===== config.mk =====
export PLATFORM = sky130hd
export DESIGN_NAME = dequant_4x4_flat
export DESIGN_NICKNAME = d
export VERILOG_FILES = /design/src/rtl/dequant_pkg.sv /design/src/rtl/dequant_if.sv /design/src/rtl/dequant_scale.sv /design/src/rtl/dequant_4x4.sv /design/src/flat_wrapper.sv
export SDC_FILE = /design/constraint.sdc
export NUM_CORES = 1
export LEC_CHECK = 0
export ABC_AREA = 1
export CAP_MARGIN = 20
export CORE_MARGIN = 4
export CORE_UTILIZATION = 42
export DETAILED_ROUTE_END_ITERATION = 7
export DONT_BUFFER_PORTS = 1
export GPL_TIMING_DRIVEN = 0
export PLACE_DENSITY = 0.54
export SLEW_MARGIN = 20
export SYNTH_ARGS = -nofsm -noshare
export SYNTH_HDL_FRONTEND = slang
export SYNTH_SLANG_ARGS = --single-unit

===== constraint.sdc =====
create_clock -name clk -period 18.9 [get_ports clk]
set_input_delay 0.945 -clock clk [delete_from_list [all_inputs] [get_ports clk]]
set_output_delay 0.945 -clock clk [all_outputs]
set_load 0.02 [all_outputs]

===== src/rtl/dequant_pkg.sv =====
// Shared definitions for the 4x4 inverse quantiser: scan table, rescale table,
// position classing, QP clamping and buffer occupancy states.
// No logic of its own; imported by the datapath and control files.
package dequant_pkg;

  // Occupancy of one ping-pong half.
  typedef enum logic [1:0] {
    BUF_EMPTY   = 2'd0,
    BUF_FILLING = 2'd1,
    BUF_FULL    = 2'd2
  } buf_state_t;

  // Rescale class of a coefficient position: A = even/even, B = odd/odd, C = mixed.
  typedef enum logic [1:0] {
    CLS_A = 2'd0,
    CLS_B = 2'd1,
    CLS_C = 2'd2
  } pos_class_t;

  localparam logic [5:0] QP_MAX = 6'd51;

  // Zig-zag scan index -> raster index (row*4+col).
  localparam logic [3:0] ZZ_TO_RASTER [16] = '{
    4'd0, 4'd1, 4'd4, 4'd8, 4'd5, 4'd2, 4'd3, 4'd6,
    4'd9, 4'd12, 4'd13, 4'd10, 4'd7, 4'd11, 4'd14, 4'd15
  };

  // Rescale factors indexed [qp%6][class].
  localparam logic [4:0] V_TAB [6][3] = '{
    '{5'd10, 5'd16, 5'd13},
    '{5'd11, 5'd18, 5'd14},
    '{5'd13, 5'd20, 5'd16},
    '{5'd14, 5'd23, 5'd18},
    '{5'd16, 5'd25, 5'd20},
    '{5'd18, 5'd29, 5'd23}
  };

  // Only the parity of row and column matters for the class.
  function automatic pos_class_t pos_class(input logic row_lsb, input logic col_lsb);
    pos_class_t cls;
    if (!row_lsb && !col_lsb) begin
      cls = CLS_A;
    end else if (row_lsb && col_lsb) begin
      cls = CLS_B;
    end else begin
      cls = CLS_C;
    end
    return cls;
  endfunction

  function automatic logic [5:0] qp_clamp(input logic [5:0] qp);
    return (qp > QP_MAX) ? QP_MAX : qp;
  endfunction

  function automatic logic [3:0] qp_div6(input logic [5:0] qp);
    return 4'(qp / 6'd6);
  endfunction

  function automatic logic [2:0] qp_mod6(input logic [5:0] qp);
    return 3'(qp % 6'd6);
  endfunction

endpackage


===== src/rtl/dequant_if.sv =====
// Level input stream and block output handshake of the inverse quantiser.
// master = producer/consumer side, slave = the quantiser itself.
// Output block is a raster-ordered array of 16 signed coefficients.
interface dequant_if #(
  parameter int BIT_LENGTH = 15,
  parameter int LEVEL_BITS = 12
);
  logic                         in_valid;
  logic                         in_ready;
  logic signed [LEVEL_BITS-1:0] in_level;
  logic [5:0]                   in_qp;
  logic                         out_valid;
  logic                         out_ready;
  logic signed [BIT_LENGTH:0]   out_coeffs [16];

  modport master (
    output in_valid, in_level, in_qp, out_ready,
    input  in_ready, out_valid, out_coeffs
  );

  modport slave (
    input  in_valid, in_level, in_qp, out_ready,
    output in_ready, out_valid, out_coeffs
  );
endinterface


===== src/rtl/dequant_scale.sv =====
// Two-stage rescale: stage 1 registers V lookup and product, stage 2 shifts and saturates.
// Stage-2 result is combinational from stage-1 flops; the caller registers it as the buffer write.
// No backpressure: every accepted level flows through; sideband travels with the data.
module dequant_scale
  import dequant_pkg::*;
#(
  parameter int BIT_LENGTH = 15,
  parameter int LEVEL_BITS = 12
) (
  input  logic                         clk,
  input  logic                         reset,
  input  logic                         s0_vld,
  input  logic signed [LEVEL_BITS-1:0] s0_level,
  input  logic [5:0]                   s0_qp,
  input  logic [3:0]                   s0_idx,
  input  logic                         s0_buf,
  input  logic                         s0_last,
  output logic                         s2_vld,
  output logic [3:0]                   s2_idx,
  output logic                         s2_buf,
  output logic                         s2_last,
  output logic signed [BIT_LENGTH:0]   s2_coeff
);

  localparam int PW = LEVEL_BITS + 6;
  localparam int WW = LEVEL_BITS + 14;

  logic                 vld_q, vld_d;
  logic signed [PW-1:0] prod_q, prod_d;
  logic [3:0]           shift_q, shift_d;
  logic [3:0]           idx_q, idx_d;
  logic                 buf_q, buf_d;
  logic                 last_q, last_d;

  pos_class_t           cls;
  logic [4:0]           vfac;
  logic signed [PW-1:0] lvl_ext;
  logic signed [PW-1:0] v_ext;
  logic signed [WW-1:0] wide;
  logic [WW-1:BIT_LENGTH] wide_hi;

  // Stage 1 next-state: class lookup, V factor, product and shift amount.
  always_comb begin
    cls     = pos_class(s0_idx[2], s0_idx[0]);
    vfac    = V_TAB[qp_mod6(s0_qp)][cls];
    lvl_ext = {{(PW-LEVEL_BITS){s0_level[LEVEL_BITS-1]}}, s0_level};
    v_ext   = {{(PW-5){1'b0}}, vfac};
    prod_d  = lvl_ext * v_ext;
    shift_d = qp_div6(s0_qp);
    vld_d   = s0_vld;
    idx_d   = s0_idx;
    buf_d   = s0_buf;
    last_d  = s0_last;
  end

  // Stage 1 registers; the valid bit is cleared on reset so no stale write escapes.
  always_ff @(posedge clk or posedge reset) begin
    if (reset) begin
      vld_q   <= 1'b0;
      prod_q  <= '0;
      shift_q <= '0;
      idx_q   <= '0;
      buf_q   <= 1'b0;
      last_q  <= 1'b0;
    end else begin
      vld_q   <= vld_d;
      prod_q  <= prod_d;
      shift_q <= shift_d;
      idx_q   <= idx_d;
      buf_q   <= buf_d;
      last_q  <= last_d;
    end
  end

  // Stage 2: widen, shift by qp/6 and saturate to the output range.
  always_comb begin
    wide    = {{(WW-PW){prod_q[PW-1]}}, prod_q} <<< shift_q;
    wide_hi = wide[WW-1:BIT_LENGTH];
    if ((&wide_hi) || !(|wide_hi)) begin
      s2_coeff = wide[BIT_LENGTH:0];
    end else if (wide[WW-1]) begin
      s2_coeff = {1'b1, {BIT_LENGTH{1'b0}}};
    end else begin
      s2_coeff = {1'b0, {BIT_LENGTH{1'b1}}};
    end
    s2_vld  = vld_q;
    s2_idx  = idx_q;
    s2_buf  = buf_q;
    s2_last = last_q;
  end

endmodule


===== src/rtl/dequant_4x4.sv =====
// Streaming 4x4 inverse quantiser: zig-zag levels in, raster blocks out via ping-pong buffer.
// Latency: out_valid rises 2 cycles after the 16th level fires (when that buffer is next out).
// Backpressure: in_ready drops only while both halves hold complete unread blocks.
module dequant_4x4
  import dequant_pkg::*;
#(
  parameter int BIT_LENGTH = 15,
  parameter int LEVEL_BITS = 12
) (
  input  logic     clk,
  input  logic     reset,
  dequant_if.slave io
);

  logic [3:0]  k_q, k_d;
  logic [5:0]  qp_q, qp_d;
  logic        fill_ptr_q, fill_ptr_d;
  logic        out_ptr_q, out_ptr_d;
  buf_state_t  state_q [2];
  buf_state_t  state_d [2];
  logic signed [BIT_LENGTH:0] buf_q [2][16];
  logic signed [BIT_LENGTH:0] buf_d [2][16];

  logic        in_ready;
  logic        out_valid;
  logic        fire;
  logic        out_fire;
  logic [5:0]  qp_cur;

  logic        wr_vld;
  logic [3:0]  wr_idx;
  logic        wr_buf;
  logic        wr_last;
  logic signed [BIT_LENGTH:0] wr_coeff;

  assign in_ready  = (state_q[fill_ptr_q] != BUF_FULL);
  assign out_valid = (state_q[out_ptr_q] == BUF_FULL);
  assign fire      = io.in_valid && in_ready;
  assign out_fire  = out_valid && io.out_ready;
  assign qp_cur    = (k_q == 4'd0) ? qp_clamp(io.in_qp) : qp_q;

  assign io.in_ready  = in_ready;
  assign io.out_valid = out_valid;

  // Present the output-pointer half; it only changes after an output fire.
  always_comb begin
    for (int i = 0; i < 16; i++) begin
      io.out_coeffs[i] = buf_q[out_ptr_q][i];
    end
  end

  dequant_scale #(
    .BIT_LENGTH (BIT_LENGTH),
    .LEVEL_BITS (LEVEL_BITS)
  ) u_scale (
    .clk      (clk),
    .reset    (reset),
    .s0_vld   (fire),
    .s0_level (io.in_level),
    .s0_qp    (qp_cur),
    .s0_idx   (ZZ_TO_RASTER[k_q]),
    .s0_buf   (fill_ptr_q),
    .s0_last  (k_q == 4'd15),
    .s2_vld   (wr_vld),
    .s2_idx   (wr_idx),
    .s2_buf   (wr_buf),
    .s2_last  (wr_last),
    .s2_coeff (wr_coeff)
  );

  // Scan counter, block QP capture and fill pointer toggle on block wrap.
  always_comb begin
    k_d        = k_q;
    qp_d       = qp_q;
    fill_ptr_d = fill_ptr_q;
    if (fire) begin
      k_d = k_q + 4'd1;
      if (k_q == 4'd0) begin
        qp_d = qp_cur;
      end
      if (k_q == 4'd15) begin
        fill_ptr_d = !fill_ptr_q;
      end
    end
  end

  // Buffer writes from the pipeline and release on output fire; the two never hit the same half.
  always_comb begin
    state_d   = state_q;
    buf_d     = buf_q;
    out_ptr_d = out_ptr_q;
    if (wr_vld) begin
      buf_d[wr_buf][wr_idx] = wr_coeff;
      state_d[wr_buf]       = wr_last ? BUF_FULL : BUF_FILLING;
    end
    if (out_fire) begin
      state_d[out_ptr_q] = BUF_EMPTY;
      out_ptr_d          = !out_ptr_q;
    end
  end

  // Control and buffer state; reset discards any partial or pending block.
  always_ff @(posedge clk or posedge reset) begin
    if (reset) begin
      k_q        <= '0;
      qp_q       <= '0;
      fill_ptr_q <= 1'b0;
      out_ptr_q  <= 1'b0;
      for (int b = 0; b < 2; b++) begin
        state_q[b] <= BUF_EMPTY;
        for (int i = 0; i < 16; i++) begin
          buf_q[b][i] <= '0;
        end
      end
    end else begin
      k_q        <= k_d;
      qp_q       <= qp_d;
      fill_ptr_q <= fill_ptr_d;
      out_ptr_q  <= out_ptr_d;
      state_q    <= state_d;
      buf_q      <= buf_d;
    end
  end

endmodule


===== src/flat_wrapper.sv =====
// flat-port wrapper written by rule: the top's interface ports become plain ports
module dequant_4x4_flat import dequant_pkg::*;
#(
  parameter int BIT_LENGTH = 15,
  parameter int LEVEL_BITS = 12
)
  (clk, reset, io_in_valid, io_in_level, io_in_qp, io_out_ready, io_in_ready, io_out_valid, io_out_coeffs);
  dequant_if #(.BIT_LENGTH(BIT_LENGTH), .LEVEL_BITS(LEVEL_BITS)) io_i ();
  input  logic clk;
  input  logic reset;
  input wire logic [$bits(io_i.in_valid)-1:0] io_in_valid;
  input wire logic [$bits(io_i.in_level)-1:0] io_in_level;
  input wire logic [$bits(io_i.in_qp)-1:0] io_in_qp;
  input wire logic [$bits(io_i.out_ready)-1:0] io_out_ready;
  output wire logic [$bits(io_i.in_ready)-1:0] io_in_ready;
  output wire logic [$bits(io_i.out_valid)-1:0] io_out_valid;
  output wire logic [$bits(io_i.out_coeffs)-1:0] io_out_coeffs;
  assign io_i.in_valid = io_in_valid;
  assign io_i.in_level = io_in_level;
  assign io_i.in_qp = io_in_qp;
  assign io_i.out_ready = io_out_ready;
  assign io_in_ready = io_i.in_ready;
  assign io_out_valid = io_i.out_valid;
  assign io_out_coeffs = {>>{io_i.out_coeffs}};
  dequant_4x4 #(.BIT_LENGTH(BIT_LENGTH), .LEVEL_BITS(LEVEL_BITS)) u_core (.clk(clk), .reset(reset), .io(io_i));
endmodule

Word level (Yosys, flattened, before mapping). Memory sizes are Yosys's and may differ from the RTL's. Cells that the tools add are included.

Add/subtract/negate cells: 1. $mul: 1. Divide/modulo/power cells: 2. $lt $le $gt $ge: 11. Equal/unequal tests: 3. Shift-type cells: 1. Muxes and demuxes: 35. Bitwise logic cells: 9. Reduce and logical (&&, ||, !) cells: 18.

Operator list (number): two-way mux 256 bit (4); bitwise mux 512 bit (1); demux 256 bit (select 1 bit) (1); demux 16 bit (select 4 bit) (1); two-way mux 16 bit (3); two-way mux 15 bit (2); <<< shifter 26 x 4 -> 26 bit (1); two-way mux 2 bit (11); multiplier 12 x 6 -> 18 bit (1); two-way mux 4 bit (4); two-way mux 6 bit (2); AND reduction 11 bit (1); OR reduction 11 bit (1); binary-select mux 5 bit (select 2 bit) (1); >= comparator 5 bit, second input constant (2); two-way mux 5 bit (2); NOT 4 -> 5 bit (2); logical AND 1 bit (7); divider 6 x 3 -> 6 bit, second input constant (1); >= comparator 2 bit, second input constant (3); > comparator 6 bit, second input constant (1); remainder unit 6 x 3 -> 6 bit, second input constant (1); NOT 1 -> 2 bit (3); zero test 1 bit (5); 17 further kinds (20).

Register bits after elaboration: 557. ROM bits: 184. Bits of input ports: 22. Output and inout port bits: 258. Memories kept: 2.

Memories: (no name shown) (words 8, width 15, read ports 1, clocked after memory_dff 0, wr ports 0, line dequant_scale.sv:45) `vfac = V_TAB[qp_mod6(s0_qp)][cls];`; (no name shown) (words 16, width 4, read ports 1, clocked after memory_dff 0, wr ports 0, line dequant_4x4.sv:61) `.s0_idx (ZZ_TO_RASTER[k_q]),`.

Longest topological paths before layout. Gate-level depths: netlist of the first run.

Depth after elaboration: 12. Depth in mapped cells: 38. Gate-level depth less buffers: 37.

Modules after synthesis. From an unflattened synthesis of the first run, not the netlist that was laid out.

Cell total of the unflattened synthesis: 3413. Area total of the unflattened synthesis: 27004.6 um2.

Modules (own cells, without submodules): dequant_4x4 (instances 1, cells each 2738, area an instance 22335.2 um2, sequential area each 13212.7 um2); dequant_scale (instances 1, cells each 675, area an instance 4669.5 um2, sequential area each 725.7 um2).

Worst setup path after synthesis of the first run. Ideal clock, no wire load.

Path type: input port to flip-flop. Start point: input io_in_qp[4]. End point: register u_core.u_scale.prod_q[14]. Library setup time: 0.124 ns. Data arrival time: 5.768 ns. Data required time: 18.776 ns. Slack: 13.008 ns. Cell stages on the path: 34. Path buffers: 1. Cell sequence: nand2_1 > nand2_1 > inv_1 > nand2_1 > nand2_1 > nand3_2 > nand4_1 > nand4_2 > nand2_1 > nand2_1 > nand2_2 > inv_1 > ha_1 > inv_1 > nand3_1 > nand3_1 > nand2_1 > buf_4 > nor2_1 > fa_1 > inv_1 > fa_1 > fa_1 > inv_1 > ha_1 > a21oi_1 > nand2_1 > a21boi_0 > o21bai_1 > a21oi_1 > o21ai_0 > nand3_1 > nand2_1 > xor2_1.

Cells in the longest elaborated chain, start to end: 12.

Ends and longest elaborated chain: from (decl) (line flat_wrapper.sv:13) `input wire logic [$bits(io_i.in_qp)-1:0] io_in_qp;`; > comparator 6 bit (line dequant_pkg.sv:52) `return (qp > QP_MAX) ? QP_MAX : qp;`; two-way mux 6 bit (*) (line dequant_pkg.sv:52); two-way mux 6 bit (*) (line dequant_4x4.sv:40) `assign qp_cur = (k_q == 4'd0) ? qp_clamp(io.in_qp) : qp_q;`; remainder unit 6 x 3 -> 6 bit (*) (line dequant_pkg.sv:60) `return 3'(qp % 6'd6);`; NOT 3 -> 4 bit (implied by the code) (*) (line dequant_scale.sv:45); memory read (8 x 15 bit) (*); two-way mux 15 bit (implied by the code) (*) (2 in a row) (line dequant_scale.sv:45); binary-select mux 5 bit (select 2 bit) (*) (line dequant_scale.sv:45); two-way mux 5 bit (implied by the code) (*) (2 in a row) (line dequant_scale.sv:45); multiplier 12 x 6 -> 18 bit (*) (line dequant_scale.sv:48) `prod_d = lvl_ext * v_ext;`; named net u_core.u_scale.prod_d[14] (line dequant_scale.sv:29) `logic signed [PW-1:0] prod_q, prod_d;`; to (signal assigned) (line dequant_scale.sv:67) `prod_q <= prod_d;`; to (decl) (line dequant_scale.sv:29).

Mark *: on every way through the listed nets, which the timed path passes. The rest lies on a longest branch. The select of a mux whose other input is x is not followed. A chain may end at the register's enable or synchronous reset.

Final worst setup path of the first run.
Start point: register u_core.k_q[0]. End point: register u_core.u_scale.prod_q[14].

Cells in the longest elaborated chain, start to end: 12. Elaborated cells between the ends (all ways): 22. Classes of those cells: mul: 1; div: 1; mux: 10; bitwise: 3; reduce/logical: 5; memory: 2.

Ends and longest elaborated chain: from (decl) (line dequant_4x4.sv:15) `logic [3:0] k_q, k_d;`; from (signal assigned) (line dequant_4x4.sv:116) `k_q <= k_d;`; parallel branches: the longest is 8 deep, another holds memory read (8 x 15 bit); binary-select mux 5 bit (select 2 bit) (*) (line dequant_scale.sv:45); two-way mux 5 bit (implied by the code) (*) (2 in a row) (line dequant_scale.sv:45); multiplier 12 x 6 -> 18 bit (*) (line dequant_scale.sv:48); named net u_core.u_scale.prod_d[14] (line dequant_scale.sv:29).

Mark *: on every way through the listed nets, which the timed path passes. The select of a mux whose other input is x is not followed.

==> impl_results.md, run 1 <==
- Outcome: complete, no violations
- Slew Viols, Final: 0
- Top-area cell type share of the netlist area: ~49%
- Core footprint: 0.06622 sq mm
- CTS tree: yes
- Clk_lat worst skew: 630 ps
- Met1 Use GR: 38.00%
- H-tree depth: 2
- Clock buffer count from CTS: between 60 and 70
- Final GP Congestion: 0.8361
- Fraction of the yosys area taken by sequential cells: about half
- Yosys reg bits: 557
- Worst R2R Path Depth: 35
- # hold bufs at CTS: 0
- Reg clk slew, reported paths: 60 ps
- Grt met3 use: under 10%
- Worst path slowest cell: fa_1
- WP data arrival: around 7400 ps
- CP endpoint kind: flip-flop
- Antenna Violating Nets Remaining: 0
- Synth Flop Type: dfrtp_1
- Port Buf Inserts: 0
- Die W: 267.3 um
- Largest area contributor in the netlist: dfrtp_1
- Reg-to-reg startpoint: u_core.k_q[0]
- Starting DRT DRC Count: roughly 2400
- Clk sinks: 557
- Startpoint types: flip-flop
- Placed wire-length estimate: ~68000 um
- Post-Synthesis Net Count: 3969
- Post-CTS Setup Inserts: 0
- Post-route cell area: approximately 0.032 sq mm
- Critical Path Fanout Max: 10
- Unique masters post-synth: between 40 and 50
- Vias per cell: around 5
- Top cells by count, synth: nand2_1, dfrtp_1, inv_1
- Worst clock skew: around 27 ps
- Most used cell along the critical path: nand2_1
- Worst hold margin: roughly 73 ps
- Maximum root-to-sink buffer count: 3
- CP Class: flip-flop to flip-flop
- Drt drc: 0
- Post-Route WL: 100800 um
- Dpl cells: 4734
- Placement Cell Area: 0.02948 sq mm
- First-pass GRT wire length: roughly 150000 um
- Layout cells sized above 1: roughly 5.2%
- R2R Setup Slk: about 12000 ps
- CTS resizes: 0
- P&R area growth vs syn: 11.58%
- First-pass DRT Iterations: 6
- Max incr delay on CP: around 550 ps
- Required time of the critical path: between 15000 and 20000 ps
- Final period util: about 36%
- Least-Margin Pin Slew: approximately 1100 ps
- Syn Inst Count: approximately 3900
- Vias in the first global route: 23300
- RSZ-0062 raised after global routing: false
- Cell Area, Synth: between 0.02 and 0.03 sq mm
- I/O pin count: 280
- Starting Density: between 40% and 50%
- Crit path from: u_core.k_q[0]
- Nets: 4038
- Total number of vias: around 24000
- Count leader, synth: nand2_1
- Drt wl/cell: ~21 um
- Synthesis Warnings: 0
- Die area: between 0.07 and 0.08 sq mm
- Synth top area cells: dfrtp_1, nand2_1, fa_1
- Min Tclk post-route: around 7000 ps
- Ant diodes: 0
- Final Core Density: 47.57%
- Grt met2 use: 44.73%
- Die H: between 200 and 300 um
- Cell Count, Final, Fillers Out: about 4800
- GRT busiest layer: met2
- Hold Crit Class: input pin to async pin
- Max-Slew Margin vs Limit: approximately 26%
- Final hold viol count: 0
- Rows: 94
- Fill count: around 6800
- Total grt overflow: 0
- Clock root buffer: clkbuf_16
- Ys async rst share: between 90% and 100%
- Initial antenna violation count: 3
- Peak Freq: 0.1461 GHz
- RR Endpoint: u_core.u_scale.prod_q[14]
- EDFF count, synth: 0
- Mean cell area of the mapped netlist: approximately 7.3 sq um
- GRT Overall Usage: between 20% and 30%
- Largest net degree at the start of global routing: ~100
- MaxCap Viol Count: 0
- Count of final setup violators: 0
==> how the worst max path moves through the flow <==
stage                                      endpoint  slack, ps  cells past startpoint
after global placement            u_core.buf_q[163]      -4790                      1
after floorplan                     u_core.buf_q[0]       2380                      1
after detailed placement  u_core.u_scale.prod_q[14]      12070                     34
after global routing      u_core.u_scale.prod_q[14]      11340                     33
after CTS                 u_core.u_scale.prod_q[14]      12050                     34
final                     u_core.u_scale.prod_q[14]      12060                     35
==> flip-flops by register name (all words and copies together) (netlist names) <==
name                    flops
u_core.buf_q              512
u_core.u_scale.prod_q      18
u_core.qp_q                 6
u_core.k_q                  4
u_core.state_q              4
u_core.u_scale.s2_idx       4
u_core.u_scale.shift_q      4
u_core.fill_ptr_q           1
u_core.out_ptr_q            1
u_core.u_scale.s2_buf       1
u_core.u_scale.s2_last      1
u_core.u_scale.s2_vld       1
==> per-stage QoR <==
| step | setup WS [ps] | setup TNS (ps) |
|---|---|---|
| after floorplan | 2379 | 0 |
| after global placement | -4792 | -2613360 |
| after detailed placement | 12070 | 0 |
| after CTS | 12050 | 0 |
| after global routing | 11340 | 0 |
| final | 12060 | 0 |
==> placed cells by master (no fill, tap or decap), types with 3 or more instances in the layout <==
cell        Yosys  final
clkinv_2        0      7
bufinv_16       0      5
nand2_2        15     15
o21ai_2         3      3
o31ai_1         3      3
buf_4          22     22
buf_16          0      6
o21ai_0        85     85
buf_6          16     16
fa_1           37     37
clkbuf_1      134    152
nor3_1          7      7
clkbuf_16       0     61
nand3_1        55     55
inv_6           0      3
inv_1         171    170
o21bai_1        3      3
clkbuf_8        0     13
a31oi_1         6      6
buf_2          20     20
nand2_4        11     11
xor2_1         15     15
inv_2           4      4
clkinv_1       35     35
clkinvlp_4      0      3
xnor2_1         4      4
nand2_1      2403   2403
nor2_1        133    133
dfrtp_1       557    557
or2_2           7      7
ha_1           46     46
a21oi_1        35     35
o21ai_1         8      8
and2_1          4      4
==> area by class of cell <==
class / instances / area [sq um] / share of cell area (%)
sequential: 557 / 13940 / 44.25
multi-input combinational: 2901 / 12530 / 39.77
clock buffer: 92 / 1773 / 5.628
tap: 864 / 1081 / 3.432
buffer: 195 / 970.9 / 3.082
inverter: 211 / 802.0 / 2.546
clock inverter: 19 / 242.7 / 0.7706
timing repair buffer: 6 / 165.2 / 0.5243
==> metal layers <==
metal / vias up / wire, um
met4: 4 / 3061
met2: 821 / 45820
met1: 11750 / 43210
li1: 11740 / -
met5: - / 46
met3: 157 / 8625
==> kinds of logic after synthesis <==
logic type,count (synthesis),share of synthesized area (%)
XOR/XNOR,19,0.5895
buffers and inverters,406,6.254
AO/OA/AOI/OAI,151,2.912
adder cells (fa/ha/maj),83,4.662
AND/OR/NAND/NOR,2648,36.21
flip-flops,557,49.37
==> worst max-delay path: cells and delay by family, from the launching register on <==
kind,cells,cell delay (ps)
compound gates,5,1070
fa+ha+maj,6,2460
flops,1,430
simple gates,17,1990
buf+inv,6,590
xor+xnor,1,150
Power of run 1 is not shown: default switching activity piles up to over one toggle a cycle in this logic, so the estimate is an artifact.
==> run 2: changes to the inputs <==
ABC_AREA = 0   (was 1)
clock period = 7.1 ns   (was 18.9 ns; I/O delays follow)
==> run 2 against run 1 <==
Area after synthesis is 2.9% lower. Clock-buffer cell count up 2. Cell area is 1.2% lower. Global-route usage shrank 1.0 points. Via count down 13%. Final cell count shrank 23%. Die area is 2.8% lower. Core utilization increased by 0.63 points. Flip-flop and latch count is the same.
==> impl_results.md, run 2 <==
- RSZ-0062 raised after global routing: false
- Critical Path Fanout Max: 10
- Initial antenna violation count: 0
- Rows: slightly above 90
- Starting Density: a little over two fifths
- Total grt overflow: 0
- Fill count: slightly above 6000
- Top-area cell type share of the netlist area: just over 50%
- Largest area contributor in the netlist: dfrtp_1
- Post-synthesis xor/xnor area fraction: less than 1%
- Final hold viol count: 0
- Vias in the first global route: around 21000
- Adder-Cell Fraction of Synth Area: under 10%
- P&R area growth vs syn: 13.55%
- Synthesis Warnings: 0
- RR Endpoint: u_core.u_scale.prod_q[17]
- Clk_lat worst skew: around 640 ps
- Post-route cell area: ~0.031 sq mm
- Grt met2 use: between 40 and 50%
- Nets: between 2000 and 3000
- Reg-to-reg startpoint: u_core.k_q[1]
- Max-Slew Margin vs Limit: a little under a fifth
- Count of final setup violators: 0
- Unique masters post-synth: 68
- Largest Register: u_core.buf_q
- Die H: between 200 and 300 um
- Clock root buffer: clkbuf_16
- WP data arrival: 7270 ps
- I/O pin count: between 200 and 300
- Hold Crit Class: input pin to async pin
- First-pass GRT wire length: about 140000 um
- Yosys reg bits: between 500 and 600
- Crit path from: u_core.k_q[1]
- Placed wire-length estimate: a little over 70000 um
- Post-Route WL: around 96000 um
- Largest net degree at the start of global routing: 35
- Cell Area, Synth: around 0.027 sq mm
- First-pass DRT Iterations: 5
- Drt drc: 0
- Die area: around 0.069 sq mm
- CP Class: flip-flop to flip-flop
- Post-Synthesis Net Count: around 2800
- CP endpoint kind: flip-flop
- Mean cell area of the mapped netlist: roughly 10 sq um
- Total number of vias: ~21000
- Layout cells sized above 1: 17.42%
- Syn Inst Count: approximately 2700
- Worst clock skew: roughly 20 ps
- Maximum root-to-sink buffer count: 3
- Startpoint types: flip-flop
- Clock buffer count from CTS: 60
- MaxCap Viol Count: 0
- Largest family of logic cells by synthesized area: multiplexers
- Most frequent cells in the layout: dfrtp_1, nor2_1, a21oi_1
- Core footprint: between 0.06 and 0.07 sq mm
- Min Tclk post-route: about 6700 ps
- Synth Area in Compound Gates: a little over an eighth
- Port Buf Inserts: 0
- Met1 Use GR: between 30% and 40%
- Synth Flop Type: dfrtp_1
- Grt met3 use: approximately 7.6%
- Clk sinks: roughly 560
- Synth top area cells: dfrtp_1, mux2_2, a21oi_1
- Starting DRT DRC Count: approximately 1800
- Count leader, synth: dfrtp_1
- EDFF count, synth: 0
- Worst R2R Path Depth: 24
- Least-Margin Pin Slew: roughly 1200 ps
- Ys async rst share: 100.0%
- H-tree depth: 2
- Required time of the critical path: between 7000 and 8000 ps
- Vias per cell: roughly 5.7
- Slew Viols, Final: 0
- Reg clk slew, reported paths: roughly 60 ps
- R2R Setup Slk: approximately 370 ps
- Drt wl/cell: 25.74 um
- Outcome: complete, no violations
- Fraction of the yosys area taken by sequential cells: slightly above 50%
- Ant diodes: 0
- Final period util: 94.82%
- Share of synthesized area spent on multiplexers: between 10% and 20%
- GRT Overall Usage: between 20% and 30%
- Synth Area in Simple Gates: 12.93%
- Placement Cell Area: 0.02886 sq mm
- GRT busiest layer: met2
- Top cells by count, synth: dfrtp_1, nor2_1, a21oi_1
- Worst setup path end: u_core.u_scale.prod_q[17]
- CTS tree: yes
- Most common cell after layout, fill and taps aside: dfrtp_1
- Flip-flop count of the largest register after layout: 512
- Die W: 263.5 um
- Peak Freq: around 0.15 GHz
- Largest registers: u_core.buf_q (512), u_core.u_scale.prod_q (18), u_core.qp_q (6)
- Antenna Violating Nets Remaining: 0
- Final GP Congestion: between 0.9 and 1
[run 2: cell types whose count changed in the layout (fill, tap and decap cells not counted), sizes merged, moves of 15 or more]
| cell | change |
|---|---|
| a21boi | +24 |
| a21oi | +341 |
| and2 | +25 |
| buf | +17 |
| clkinv | -36 |
| inv | -101 |
| mux2 | +272 |
| mux2i | +22 |
| mux4 | +20 |
| nand2 | -2166 |
| nand3 | -39 |
| nor2 | +312 |
| nor3b | +15 |
| o21ai | +97 |
[run 2: cell families after synthesis]
logic type	after synthesis
buf+inv	259
xor+xnor	19
compound gates	662
flops	557
simple gates	848
mux	314
fa+ha+maj	83
[run 2: through the flow]
step / util, % / setup TNS, ps / hold WS (ps) / std cells / setup WS, ps
after floorplan: - / -466080 / 412.7 / 2742 / -836.8
after global placement: 44.11 / -1951670 / 446.8 / 3597 / -3590
after detailed placement: 44.69 / -6279 / 144.9 / 3616 / -1005
after CTS: 48.13 / 0 / 96.88 / 3734 / 40.64
after global routing: 48.20 / 0 / 119.2 / 3736 / 6.547
final: 48.20 / 0 / 112.4 / 3736 / 367.6
[run 2: what timing repair did]
| action | in CTS | in global routing |
|---|---|---|
| resized for setup | 9 | 17 |
| pin swaps | 1 | 3 |
| setup endpoints to repair | 11 | 7 |
| setup buffers | 1 | 2 |
| hold endpoints to repair | 200 | 0 |
| hold buffers | 6 | 0 |
[run 2: cell type report]
class                   instances  area (sq um)  share of cell area [%]
flip-flops and latches        557         13940                   44.77
multi-input cells            1926         12420                   39.88
clock buffers                  94          1859                   5.973
well taps                     855          1070                   3.437
plain buffers                 183         840.8                   2.701
repair buffers                 28         457.9                   1.471
inverters                      76         289.0                  0.9285
clock inverters                17         259.0                  0.8320
[run 2: critical path, cell delays in order (launching register included)]
cell	delay, ps
dfrtp_1	410
inv_1	160
ha_1	170
nor3b_4	310
or3b_1	440
a211o_1	360
o211a_1	180
nor2_1	210
inv_1	80
a31oi_1	450
clkbuf_2	350
nor3b_1	100
fa_1	520
inv_1	50
fa_1	460
fa_1	540
inv_1	40
ha_1	320
a21o_1	200
a21oi_1	210
nor2b_1	110
nor4_2	370
o31ai_2	170
o211a_1	240
a211oi_1	170
[run 2: how the worst min path moves through the flow]
| stage | from | slack [ps] | endpoint |
|---|---|---|---|
| after global placement | u_core.fill_ptr_q | 450 | u_core.u_scale.s2_buf |
| after global routing | reset | 120 | u_core.buf_q[42] |
| final | reset | 110 | u_core.buf_q[43] |
| after CTS | reset | 100 | u_core.buf_q[43] |
| after floorplan | u_core.fill_ptr_q | 410 | u_core.u_scale.s2_buf |
| after detailed placement | reset | 140 | u_core.buf_q[43] |
[run 2: per-layer routing]
metal / share of wire [%] / routed length (um)
met5: 0 / 0
met4: 4.4 / 4274
met3: 8.5 / 8129
met2: 49 / 46880
met1: 38 / 36880
Power of run 2 is left out for the same reason.
==> run 3: changes to the inputs <==
CORE_UTILIZATION = 50   (was 42)
PLACE_DENSITY = 0.63   (was 0.54)
==> run 3 against run 2 <==
Flip-flop and latch count stayed put. Critical path type unchanged. Clock-buffer cell count shrank 12. Non-clock buffer count increased by 1. Largest cell class unchanged.
==> impl_results.md, run 3 (synthesis gave the netlist of run 2 again) <==
- Flip-flop count of the largest register after layout: between 500 and 600
- Fill count: roughly 4700
- Die W: roughly 240 um
- Register area: ~0.014 sq mm
- Total number of vias: ~21000
- Antenna Violating Nets Remaining: 0
- Worst clock skew: between 30 and 40 ps
- Nets: ~3000
- Most common cell after layout, fill and taps aside: dfrtp_1
- Placed wire-length estimate: 68020 um
- Startpoint types: flip-flop
- Max incr delay on CP: 540 ps
- Max-Slew Margin vs Limit: 20.24%
- Final period util: approximately 95%
- Clk sinks: ~560
- P&R area growth vs syn: 12.08%
- Layout cells sized above 1: 17.12%
- Hold Crit Class: input pin to flip-flop
- Peak Freq: 0.1479 GHz
- Clock buffer count from CTS: 56
- Clock root buffer: clkbuf_16
- CP endpoint kind: flip-flop
- Worst hold margin: around 130 ps
- Ant diodes: 0
- Final hold viol count: 0
- Die H: 242.2 um
- Final Core Density: between 50 and 60%
- Drt drc: 0
- Required time of the critical path: ~7600 ps
- Dpl cells: approximately 3500
- Core footprint: 0.05403 sq mm
- H-tree depth: 2
- Worst path slowest cell: fa_1
- Most frequent cells in the layout: dfrtp_1, nor2_1, a21oi_1
- Largest registers: u_core.buf_q (512), u_core.u_scale.prod_q (18), u_core.qp_q (6)
- Starting DRT DRC Count: 1810
- Largest net degree at the start of global routing: 37
- Outcome: complete, no violations
- Multi-input logic area: 0.01242 sq mm
- R2R Setup Slk: roughly 340 ps
- Vias in the first global route: about 22000
- Cell Count, Final, Fillers Out: about 3600
- First-pass DRT Iterations: 5
- CTS tree: yes
- Count of final setup violators: 0
- Pre-CTS setup slack: -1067 ps
- Initial antenna violation count: 0
- Post-Route WL: between 90000 and 100000 um
- Reg clk slew, reported paths: around 60 ps
- First-pass GRT wire length: 136900 um
- Die area: ~0.059 sq mm
- Least-Margin Pin Slew: between 1000 and 1500 ps
- WP data arrival: 7290 ps
- MaxCap Viol Count: 0
- Final GP Congestion: 0.9148
- Min Tclk post-route: between 6000 and 7000 ps
- Starting Density: 50.74%
- CP Class: flip-flop to flip-flop
- Slew Viols, Final: 0
- Vias per cell: roughly 6.0
- Total grt overflow: 0
- Maximum root-to-sink buffer count: 3
- Drt wl/cell: ~26 um
- GRT Overall Usage: a little under a third
- Setup ws final: 337.4 ps
- Rows: between 80 and 90
- Critical Path Fanout Max: 10
- Port Buf Inserts: 0
- Largest Register: u_core.buf_q
- Clk_lat worst skew: 630 ps
- I/O pin count: 280
## run 3: changes by cell type in the layout (fill, tap and decap cells not counted), sizes merged
cell    before  now
clkbuf     215  204
clkinv       7   13
inv         78   75
## run 3: critical path: cells and delay by family (launching register included)
family / cells / cell delay [ps]
buffers and inverters: 6 / 840
muxes: 1 / 270
adders and majority gates: 6 / 2140
AOI/OAI and AO/OA: 9 / 1900
and+or+nand+nor: 5 / 1080
DFF: 1 / 450
## run 3: cell type report
| cell class | instances | share of cell area, % |
|---|---|---|
| clock buffer | 82 | 5.241 |
| clock inverter | 20 | 0.8795 |
| multi-input combinational | 1926 | 40.43 |
| inverter | 76 | 0.9406 |
| sequential | 557 | 45.36 |
| tap | 696 | 2.834 |
| buffer | 183 | 2.728 |
| timing repair buffer | 29 | 1.580 |
## run 3: worst paths after layout
path,cells after the start,end,start
worst max register to register,27,u_core.u_scale.prod_q[17],u_core.k_q[0]
worst min register to register,2,u_core.buf_q[335],u_core.buf_q[335]
worst min-delay path,3,u_core.qp_q[1],io_in_qp[3]
max in group asynchronous,9,u_core.buf_q[451],reset
worst max-delay path,27,u_core.u_scale.prod_q[17],u_core.k_q[0]
min in group asynchronous,2,u_core.buf_q[281],reset
## run 3: layer usage
metal  track usage, %  routed length, um
met2            52.21              45250
met3            7.958               7534
met4            13.71               4689
met1            36.72              34170
met5                0                  0
## run 3: timing repair
action / 4_1_cts / 5_1_grt
resized for setup: 7 / 23
setup buffers: 1 / 3
pin swaps: 1 / 2
hold buffers: 6 / 0
endpoints found under the setup margin: 11 / 7
hold endpoints to repair: 153 / 0
## run 3: per-stage QoR
| step | TNS, ps | cell area (sq um) |
|---|---|---|
| 4_1_cts | 0 | 30660 |
| 3_5_place_dp | -6601 | 28690 |
| 5_1_grt | -85.64 | 30730 |
| 2_1_floorplan | -466080 | 27420 |
| 3_3_place_gp | -1833810 | 28290 |
| 6_report | 0 | 30730 |
Power of run 3 is left out for the same reason.
